==> src/rtl/seq_fixed_point_accumulator_if.sv <==
// Handshake bundle for seq_fixed_point_accumulator: the sample stream goes in and the packet result comes out.
interface seq_fixed_point_accumulator_if #(
  parameter int WI   = 16,
  parameter int WO   = 16,
  parameter int CNTW = 16
);
  logic            in_valid;
  logic            in_ready;
  logic [WI-1:0]   in_data;
  logic            in_sub;
  logic            in_last;
  logic            out_valid;
  logic            out_ready;
  logic [WO-1:0]   out_data;
  logic            out_upflow;
  logic            out_downflow;
  logic [CNTW-1:0] out_cnt;

  modport master (
    output in_valid, in_data, in_sub, in_last, out_ready,
    input  in_ready, out_valid, out_data, out_upflow, out_downflow, out_cnt
  );

  modport slave (
    input  in_valid, in_data, in_sub, in_last, out_ready,
    output in_ready, out_valid, out_data, out_upflow, out_downflow, out_cnt
  );
endinterface

==> src/rtl/seq_fixed_point_accumulator.sv <==
// Packet accumulator for signed fixed-point samples, with sticky over/underflow flags.
// Defining FIXEDPOINT_ACC_COUNT_EN compiles in the per-packet sample counter; otherwise out_cnt is 0.
//
// state | meaning
// ACCUM | samples are accepted and summed into acc
// HOLD  | the packet result is presented and waits for out_ready
module seq_fixed_point_accumulator #(
  parameter int WII  = 8,
  parameter int WIF  = 8,
  parameter int WOI  = 8,
  parameter int WOF  = 8,
  parameter bit ROOF = 1'b1,
  parameter bit ROUND = 1'b1,
  parameter int CNTW = 16
) (
  input logic clk,
  input logic rst,
  input logic clr,
  seq_fixed_point_accumulator_if.slave bus
);
  localparam int WI  = WII + WIF;
  localparam int WO  = WOI + WOF;
  localparam int WS  = WO + 2;
  localparam int WX  = WI + WO + 4;
  localparam int SHL = (WOF >= WIF) ? WOF - WIF : 0;
  localparam int SHR = (WIF > WOF) ? WIF - WOF : 0;

  localparam logic signed [WX-1:0] CMAX = {{(WX-WO+1){1'b0}}, {(WO-1){1'b1}}};
  localparam logic signed [WX-1:0] CMIN = {{(WX-WO+1){1'b1}}, {(WO-1){1'b0}}};
  localparam logic signed [WS-1:0] SMAX = {3'b000, {(WO-1){1'b1}}};
  localparam logic signed [WS-1:0] SMIN = {3'b111, {(WO-1){1'b0}}};
  // Half of the dropped LSB weight; adding it before the floor shift rounds half toward +inf.
  localparam logic signed [WX-1:0] RND =
    (ROUND && SHR > 0) ? ({{(WX-1){1'b0}}, 1'b1} << SHR) >> 1 : '0;

  typedef enum logic {ACCUM, HOLD} state_t;

  state_t               state;
  logic                 in_ready_q, out_valid_q;
  logic [WO-1:0]        acc_q, out_data_q;
  logic                 up_q, dn_q, out_up_q, out_dn_q;
  logic signed [WX-1:0] ext, scaled;
  logic [WO-1:0]        conv, step;
  logic                 conv_up, conv_dn, step_up, step_dn, up_n, dn_n;
  logic signed [WS-1:0] sum;
  logic                 accept;

  assign accept = bus.in_valid && in_ready_q;

  always_comb begin
    ext     = {{(WX-WI){bus.in_data[WI-1]}}, bus.in_data};
    scaled  = ((ext <<< SHL) + RND) >>> SHR;
    conv    = scaled[WO-1:0];
    conv_up = 1'b0;
    conv_dn = 1'b0;
    if (scaled > CMAX) begin
      conv_up = 1'b1;
      if (ROOF) conv = CMAX[WO-1:0];
    end else if (scaled < CMIN) begin
      conv_dn = 1'b1;
      if (ROOF) conv = CMIN[WO-1:0];
    end

    sum = bus.in_sub ? {{2{acc_q[WO-1]}}, acc_q} - {{2{conv[WO-1]}}, conv}
                     : {{2{acc_q[WO-1]}}, acc_q} + {{2{conv[WO-1]}}, conv};
    step_up = sum > SMAX;
    step_dn = sum < SMIN;
    step    = sum[WO-1:0];
    if (step_up && ROOF) step = CMAX[WO-1:0];
    if (step_dn && ROOF) step = CMIN[WO-1:0];

    up_n = up_q | conv_up | step_up;
    dn_n = dn_q | conv_dn | step_dn;
  end

  always_ff @(posedge clk) begin
    if (rst) begin
      state       <= ACCUM;
      in_ready_q  <= 1'b1;
      out_valid_q <= 1'b0;
      acc_q       <= '0;
      up_q        <= 1'b0;
      dn_q        <= 1'b0;
      out_data_q  <= '0;
      out_up_q    <= 1'b0;
      out_dn_q    <= 1'b0;
    end else if (clr) begin
      state       <= ACCUM;
      in_ready_q  <= 1'b1;
      out_valid_q <= 1'b0;
      acc_q       <= '0;
      up_q        <= 1'b0;
      dn_q        <= 1'b0;
    end else begin
      case (state)
        ACCUM: begin
          if (accept) begin
            if (bus.in_last) begin
              out_data_q  <= step;
              out_up_q    <= up_n;
              out_dn_q    <= dn_n;
              acc_q       <= '0;
              up_q        <= 1'b0;
              dn_q        <= 1'b0;
              state       <= HOLD;
              in_ready_q  <= 1'b0;
              out_valid_q <= 1'b1;
            end else begin
              acc_q <= step;
              up_q  <= up_n;
              dn_q  <= dn_n;
            end
          end
        end
        HOLD: begin
          if (bus.out_ready) begin
            state       <= ACCUM;
            in_ready_q  <= 1'b1;
            out_valid_q <= 1'b0;
          end
        end
      endcase
    end
  end

`ifdef FIXEDPOINT_ACC_COUNT_EN
  logic [CNTW-1:0] cnt_q, out_cnt_q;

  always_ff @(posedge clk) begin
    if (rst) begin
      cnt_q     <= '0;
      out_cnt_q <= '0;
    end else if (clr) begin
      cnt_q <= '0;
    end else if (accept) begin
      if (bus.in_last) begin
        out_cnt_q <= cnt_q + CNTW'(1);
        cnt_q     <= '0;
      end else begin
        cnt_q <= cnt_q + CNTW'(1);
      end
    end
  end

  assign bus.out_cnt = out_cnt_q;
`else
  assign bus.out_cnt = '0;
`endif

  assign bus.in_ready     = in_ready_q;
  assign bus.out_valid    = out_valid_q;
  assign bus.out_data     = out_data_q;
  assign bus.out_upflow   = out_up_q;
  assign bus.out_downflow = out_dn_q;
endmodule

==> src/flat_wrapper.sv <==
// flat-port wrapper written by rule: the top's interface ports become plain ports
module seq_fixed_point_accumulator_flat 
#(
  parameter int WII  = 8,
  parameter int WIF  = 8,
  parameter int WOI  = 8,
  parameter int WOF  = 8,
  parameter bit ROOF = 1'b1,
  parameter bit ROUND = 1'b1,
  parameter int CNTW = 16
)
  (clk, rst, clr, bus_in_valid, bus_in_data, bus_in_sub, bus_in_last, bus_out_ready, bus_in_ready, bus_out_valid, bus_out_data, bus_out_upflow, bus_out_downflow, bus_out_cnt);
  seq_fixed_point_accumulator_if #(.WI(16), .WO(16), .CNTW(CNTW)) bus_i ();
  input logic clk;
  input logic rst;
  input logic clr;
  input wire logic [$bits(bus_i.in_valid)-1:0] bus_in_valid;
  input wire logic [$bits(bus_i.in_data)-1:0] bus_in_data;
  input wire logic [$bits(bus_i.in_sub)-1:0] bus_in_sub;
  input wire logic [$bits(bus_i.in_last)-1:0] bus_in_last;
  input wire logic [$bits(bus_i.out_ready)-1:0] bus_out_ready;
  output wire logic [$bits(bus_i.in_ready)-1:0] bus_in_ready;
  output wire logic [$bits(bus_i.out_valid)-1:0] bus_out_valid;
  output wire logic [$bits(bus_i.out_data)-1:0] bus_out_data;
  output wire logic [$bits(bus_i.out_upflow)-1:0] bus_out_upflow;
  output wire logic [$bits(bus_i.out_downflow)-1:0] bus_out_downflow;
  output wire logic [$bits(bus_i.out_cnt)-1:0] bus_out_cnt;
  assign bus_i.in_valid = bus_in_valid;
  assign bus_i.in_data = bus_in_data;
  assign bus_i.in_sub = bus_in_sub;
  assign bus_i.in_last = bus_in_last;
  assign bus_i.out_ready = bus_out_ready;
  assign bus_in_ready = bus_i.in_ready;
  assign bus_out_valid = bus_i.out_valid;
  assign bus_out_data = bus_i.out_data;
  assign bus_out_upflow = bus_i.out_upflow;
  assign bus_out_downflow = bus_i.out_downflow;
  assign bus_out_cnt = bus_i.out_cnt;
  seq_fixed_point_accumulator #(.WII(WII), .WIF(WIF), .WOI(WOI), .WOF(WOF), .ROOF(ROOF), .ROUND(ROUND), .CNTW(CNTW)) u_core (.clk(clk), .rst(rst), .clr(clr), .bus(bus_i));
endmodule
==> config.mk <==
export PLATFORM = sky130hd
export DESIGN_NAME = seq_fixed_point_accumulator_flat
export DESIGN_NICKNAME = d
export VERILOG_FILES = /design/src/rtl/seq_fixed_point_accumulator_if.sv /design/src/rtl/seq_fixed_point_accumulator.sv /design/src/flat_wrapper.sv
export SDC_FILE = /design/constraint.sdc
export NUM_CORES = 1
export LEC_CHECK = 0
export ABC_AREA = 1
export CAP_MARGIN = 20
export CORE_MARGIN = 4
export CORE_UTILIZATION = 35
export CTS_CLUSTER_DIAMETER = 50
export DETAILED_ROUTE_END_ITERATION = 7
export HOLD_SLACK_MARGIN = 0.15
export SETUP_SLACK_MARGIN = 0.05
export SLEW_MARGIN = 10
export SYNTH_ARGS = -nofsm -noshare
export SYNTH_HDL_FRONTEND = slang
export SYNTH_SLANG_ARGS = --single-unit
==> constraint.sdc <==
create_clock -name clk -period 3 [get_ports clk]
set_input_delay 0.75 -clock clk [delete_from_list [all_inputs] [get_ports clk]]
set_output_delay 0.75 -clock clk [all_outputs]
set_load 0.02 [all_outputs]
==> flow_summary.html, run 1 <==
<table>
<tr><th>Metric</th><th>Value</th></tr>
<tr><th colspan="2">Detailed routing</th></tr>
<tr><td>Vias</td><td>3216</td></tr>
<tr><td>Remaining number of nets flagged by the antenna check after routing</td><td>0</td></tr>
<tr><td>Detailed-route wire length</td><td>8540 um</td></tr>
<tr><td>Routed via count divided by cell count</td><td>4.73</td></tr>
<tr><td>Remaining DRCs</td><td>0</td></tr>
<tr><td>1st-iter DRT viols</td><td>107</td></tr>
<tr><td>Routed len/inst</td><td>12.6 um</td></tr>
<tr><td>Length of the first detailed-routing pass in iterations</td><td>6</td></tr>
<tr><th colspan="2">Synthesis</th></tr>
<tr><td>Top FF cell, synth</td><td>sky130_fd_sc_hd__dfxtp_1</td></tr>
<tr><td>EDFF count, synth</td><td>0</td></tr>
<tr><td>Sequential fraction of the synthesis area</td><td>0.260</td></tr>
<tr><td>Top-count cell post-synth</td><td>sky130_fd_sc_hd__nand2_1</td></tr>
<tr><td>Count of state elements after synthesis</td><td>39</td></tr>
<tr><td>Main combinational cell family by area after synthesis</td><td>simple AND/OR/NAND/NOR gates</td></tr>
<tr><td>Syn Inst Count</td><td>461</td></tr>
<tr><td>Average cell area after synthesis</td><td>6.51 um^2</td></tr>
<tr><td>Top cells by area in the synthesized netlist</td><td>sky130_fd_sc_hd__dfxtp_1 26%, sky130_fd_sc_hd__nand2_1 14%, sky130_fd_sc_hd__a21oi_1 8.2%</td></tr>
<tr><td>Commonest cells in the netlist</td><td>111 x sky130_fd_sc_hd__nand2_1, 60 x sky130_fd_sc_hd__inv_1, 49 x sky130_fd_sc_hd__a21oi_1</td></tr>
<tr><td>Post-Synth XOR/XNOR Area</td><td>0.0729</td></tr>
<tr><td>Synth cell types</td><td>36</td></tr>
<tr><td>Synthesized-area fraction occupied by adder cells</td><td>0.0775</td></tr>
<tr><td>Share of cell area taken by muxes after synthesis</td><td>0</td></tr>
<tr><td>Fraction of registers with async set or reset after synthesis</td><td>0</td></tr>
<tr><td>Area share of the largest cell type after synthesis</td><td>0.260</td></tr>
<tr><td>Combined area of all synthesized cells</td><td>3000 um^2</td></tr>
<tr><td>Cell type contributing the most total cell area after synthesis</td><td>sky130_fd_sc_hd__dfxtp_1</td></tr>
<tr><td>Synthesized-area fraction occupied by ao, oa, aoi and oai cells</td><td>0.138</td></tr>
<tr><td>Basic-gate share of the synthesized area counting and, or, nand and nor cells</td><td>0.304</td></tr>
<tr><td>Yosys synthesis warning count</td><td>0</td></tr>
<tr><th colspan="2">Critical path</th></tr>
<tr><td>Cell type group with the largest total delay on the critical path</td><td>buffers and inverters</td></tr>
<tr><td>Cell chain of the critical path</td><td>buf_8, buf_4, buf_4, inv_1, nand2_1, o31ai_2, xnor2_1, inv_1, ha_4, nand2_1, inv_1, a21oi_1, nand2_2, buf_4, a21oi_1, xor2_1, nand2_8, nand3_2, a21oi_2</td></tr>
<tr><td>CP startpoint kind</td><td>input pin</td></tr>
<tr><td>Worst Path Class, Setup</td><td>in2reg</td></tr>
<tr><td>Crit path largest cell delay</td><td>390 ps</td></tr>
<tr><td>Cell at the slowest stage of the critical path</td><td>sky130_fd_sc_hd__xor2_1</td></tr>
<tr><td>Endpoint type of the worst setup path</td><td>flop</td></tr>
<tr><td>Required time of the critical path</td><td>3180 ps</td></tr>
<tr><td>Critical path buffer and inverter count</td><td>7</td></tr>
<tr><td>Arr. time, crit path</td><td>3320 ps</td></tr>
<tr><td>Maximum fanout count along the critical path</td><td>4</td></tr>
<tr><th colspan="2">Run status</th></tr>
<tr><td>Failing checks</td><td>negative setup slack</td></tr>
<tr><td>Outcome</td><td>complete, but fails checks</td></tr>
<tr><th colspan="2">Floorplanning</th></tr>
<tr><td>Height of the die</td><td>101 um</td></tr>
<tr><td>Die boundary width</td><td>101 um</td></tr>
<tr><td>Starting utilization of the core area</td><td>0.362</td></tr>
<tr><td>Total number of placement rows</td><td>33</td></tr>
<tr><td>I/O pin count</td><td>59</td></tr>
<tr><td>Area enclosed by the die boundary</td><td>10100 um^2</td></tr>
<tr><td>Core Region</td><td>8300 um^2</td></tr>
<tr><th colspan="2">STA</th></tr>
<tr><td>Worst Clk Skew</td><td>6.20 ps</td></tr>
<tr><td>Maximum clock frequency</td><td>318 MHz</td></tr>
<tr><td>Unrepaired setup endpoints after global routing</td><td>yes</td></tr>
<tr><td>Number of setup violations in the final report</td><td>33</td></tr>
<tr><td>Final count of hold timing violations</td><td>0</td></tr>
<tr><td>Crit path setup slack, layout</td><td>-143 ps</td></tr>
<tr><td>Final count of pins violating max slew</td><td>0</td></tr>
<tr><td>Post-route clock period utilization</td><td>1.05</td></tr>
<tr><td>Period minus WS final</td><td>3140 ps</td></tr>
<tr><th colspan="2">Min path</th></tr>
<tr><td>Worst hold-check path type</td><td>reg2reg</td></tr>
<tr><th colspan="2">Clock tree</th></tr>
<tr><td>Clock transition at the registers of the reported paths</td><td>80 ps</td></tr>
<tr><td>Maximum level of the CTS H-tree</td><td>2</td></tr>
<tr><td>Insertion delay of the later-clocked pin in the worst-skew pair</td><td>290 ps</td></tr>
<tr><td>Hold Buf Count CTS</td><td>0</td></tr>
<tr><td>Buffer cell driving the clock tree root</td><td>sky130_fd_sc_hd__clkbuf_8</td></tr>
<tr><td>CTS buffer count</td><td>5</td></tr>
<tr><td>Clock Sinks</td><td>39</td></tr>
<tr><td>Maximum count of clock buffers along a single path</td><td>2</td></tr>
<tr><td>Clock tree from TritonCTS</td><td>built</td></tr>
<tr><th colspan="2">Final layout</th></tr>
<tr><td>Fraction of the core area covered by cells at the end of the flow</td><td>0.570</td></tr>
<tr><td>Number of filler cells placed in the layout</td><td>776</td></tr>
<tr><td>Number of cells in the finished layout apart from fillers</td><td>680</td></tr>
<tr><td>Area growth syn-to-layout</td><td>57.5%</td></tr>
<tr><td>Antenna diodes</td><td>0</td></tr>
<tr><td>Post-route cell area</td><td>4730 um^2</td></tr>
<tr><td>Fraction of layout instances using a drive strength above 1</td><td>0.372</td></tr>
<tr><td>Total number of nets in the final design</td><td>615</td></tr>
<tr><th colspan="2">Power and ir drop</th></tr>
<tr><td>Peak supply drop</td><td>0.248 mV</td></tr>
<tr><td>Cell leakage power</td><td>0.00215 uW</td></tr>
<tr><td>Power per standard cell area</td><td>379 nW/um^2</td></tr>
<tr><td>Total power draw</td><td>1790 uW</td></tr>
<tr><th colspan="2">Place</th></tr>
<tr><td>Cell area after placement</td><td>4090 um^2</td></tr>
<tr><td>Pre-CTS setup slack</td><td>-1020 ps</td></tr>
<tr><td>Buffers on Ports</td><td>42</td></tr>
<tr><td>Detail Placement HPWL</td><td>6420 um</td></tr>
<tr><td>Final estimated routing congestion in global placement</td><td>0.870</td></tr>
<tr><td>Post-placement cell count</td><td>660</td></tr>
<tr><th colspan="2">Global routing</th></tr>
<tr><td>Overall routing resource usage</td><td>0.167</td></tr>
<tr><td>Number of global-route vias before repair</td><td>3153</td></tr>
<tr><td>Initial antenna violation count</td><td>0</td></tr>
<tr><td>First-pass GRT wire length</td><td>13800 um</td></tr>
<tr><td>Grt total ovfl</td><td>0</td></tr>
<tr><td>Largest net degree at the start of global routing</td><td>30</td></tr>
<tr><th colspan="2">Flow run</th></tr>
<tr><td>Maximum Capacitance Violations</td><td>0</td></tr>
</table>
layout by cell type (no fill, tap or decap), types with 11 or more instances in the layout:
cell type and count:
sky130_fd_sc_hd__nand3_1 14, sky130_fd_sc_hd__nand2_1 81, sky130_fd_sc_hd__a21oi_2 28, sky130_fd_sc_hd__o21ai_0 18, sky130_fd_sc_hd__nand2_2 32, sky130_fd_sc_hd__xnor2_1 13
sky130_fd_sc_hd__conb_1 16, sky130_fd_sc_hd__nand2_4 11, sky130_fd_sc_hd__inv_1 55, sky130_fd_sc_hd__buf_4 66, sky130_fd_sc_hd__clkdlybuf4s50_1 27, sky130_fd_sc_hd__dfxtp_1 39
sky130_fd_sc_hd__xor2_1 12, sky130_fd_sc_hd__nor2_1 33, sky130_fd_sc_hd__a21oi_1 22, sky130_fd_sc_hd__nand3_2 14
timing repair:
item | 4_1_cts | 5_1_grt
hold endpoints to repair | 0 | 0
pin swaps | 39 | 4
gates cloned | 1 | 1
endpoints found under the setup margin | 36 | 36
buffers inserted | 11 | 0
gates resized for setup | 96 | 47
power by group:
group	total [uW]	leakage, uW	switching (uW)	internal, uW
logic	781	0.00177	421	360
clock network	459	0.0000612	190	269
registers	554	0.000317	15.1	539
cell families after synthesis:
kind of cell | count (synthesis)
AOI/OAI and AO/OA | 79
xor gates and xnor gates | 25
adders and majority gates | 18
buffers and inverters | 93
DFF | 39
other | 1
and+or+nand+nor | 206
registers in the layout, summed over array words and instances, names as in the netlist:
| name | flops |
|---|---|
| u_core.acc_q | 16 |
| u_core.bus.in_ready | 1 |
| u_core.bus.out_data | 16 |
| u_core.bus.out_downflow | 1 |
| u_core.bus.out_upflow | 1 |
| u_core.bus.out_valid | 1 |
| u_core.dn_q | 1 |
| u_core.state | 1 |
| u_core.up_q | 1 |
layout make-up:
type,count,area (um^2),share of cell area
tap,105,131,0.0278
timing repair buffer,120,1110,0.235
clock buffer,6,82.6,0.0175
sequential,39,781,0.165
inverter,64,240,0.0508
multi-input combinational,344,2350,0.497
clock inverter,2,35.0,0.00741
per-stage QoR:
step	hold WS, ps	TNS [ps]
floorplan	445	-198
global placement	459	-33210
detailed placement	455	-34500
CTS	474	-2020
global route	523	-11210
finish	474	-2550
metal layers:
metal  track usage  up-vias  wire length (um)
met5             0        -                 0
met4        0.0404        0               185
li1              -     1660                 -
met2         0.305       58              4330
met3        0.0291       21               286
met1         0.201     1477              3740
worst reg2reg max path: stages (launching register included):
cell and delay (ps):
sky130_fd_sc_hd__dfxtp_1 310, sky130_fd_sc_hd__inv_1 50, sky130_fd_sc_hd__ha_1 130, sky130_fd_sc_hd__inv_1 60
sky130_fd_sc_hd__fa_1 380, sky130_fd_sc_hd__nand3_1 120, sky130_fd_sc_hd__nand2_1 90, sky130_fd_sc_hd__nand2_1 80
sky130_fd_sc_hd__nand2_2 60, sky130_fd_sc_hd__nand2_1 80, sky130_fd_sc_hd__nand2_2 60, sky130_fd_sc_hd__inv_2 60
sky130_fd_sc_hd__nand3_4 70, sky130_fd_sc_hd__buf_6 130, sky130_fd_sc_hd__nand2_4 70, sky130_fd_sc_hd__nand2_8 80
sky130_fd_sc_hd__buf_12 150, sky130_fd_sc_hd__nand2_4 70, sky130_fd_sc_hd__nand2_2 40, sky130_fd_sc_hd__nand2_1 70
sky130_fd_sc_hd__inv_1 30
worst paths after layout:
| path | from | end | slack, ps | cells after the start |
|---|---|---|---|---|
| worst max-delay path | bus_in_data[2] | u_core.acc_q[9]$_SDFFE_PP0P_ | -140 | 19 |
| worst min-delay path | u_core.bus.out_valid$_SDFFE_PP0P_ | u_core.bus.out_valid$_SDFFE_PP0P_ | 470 | 2 |
| worst max register to register | u_core.acc_q[0]$_SDFFE_PP0P_ | u_core.bus.out_data[0]$_SDFFE_PP0P_ | 710 | 20 |
| worst min register to register | u_core.bus.out_valid$_SDFFE_PP0P_ | u_core.bus.out_valid$_SDFFE_PP0P_ | 470 | 2 |
No activity file was read; power rests on OpenSTA's default activity.
==> inputs of run 2 (changes only) <==
ABC_CLOCK_PERIOD_IN_PS = 3000   (was default)
==> results of run 2 <==
The final DEF is identical to that of run 1; final timing and power are the same.
==> inputs of run 3 (changes only) <==
CTS_BUF_LIST = sky130_fd_sc_hd__clkbuf_2 sky130_fd_sc_hd__clkbuf_4 sky130_fd_sc_hd__clkbuf_8   (was default)
HOLD_SLACK_MARGIN = 0.03   (was 0.15)
==> results of run 3 <==
The final DEF is identical to that of run 1; final timing and power are the same.
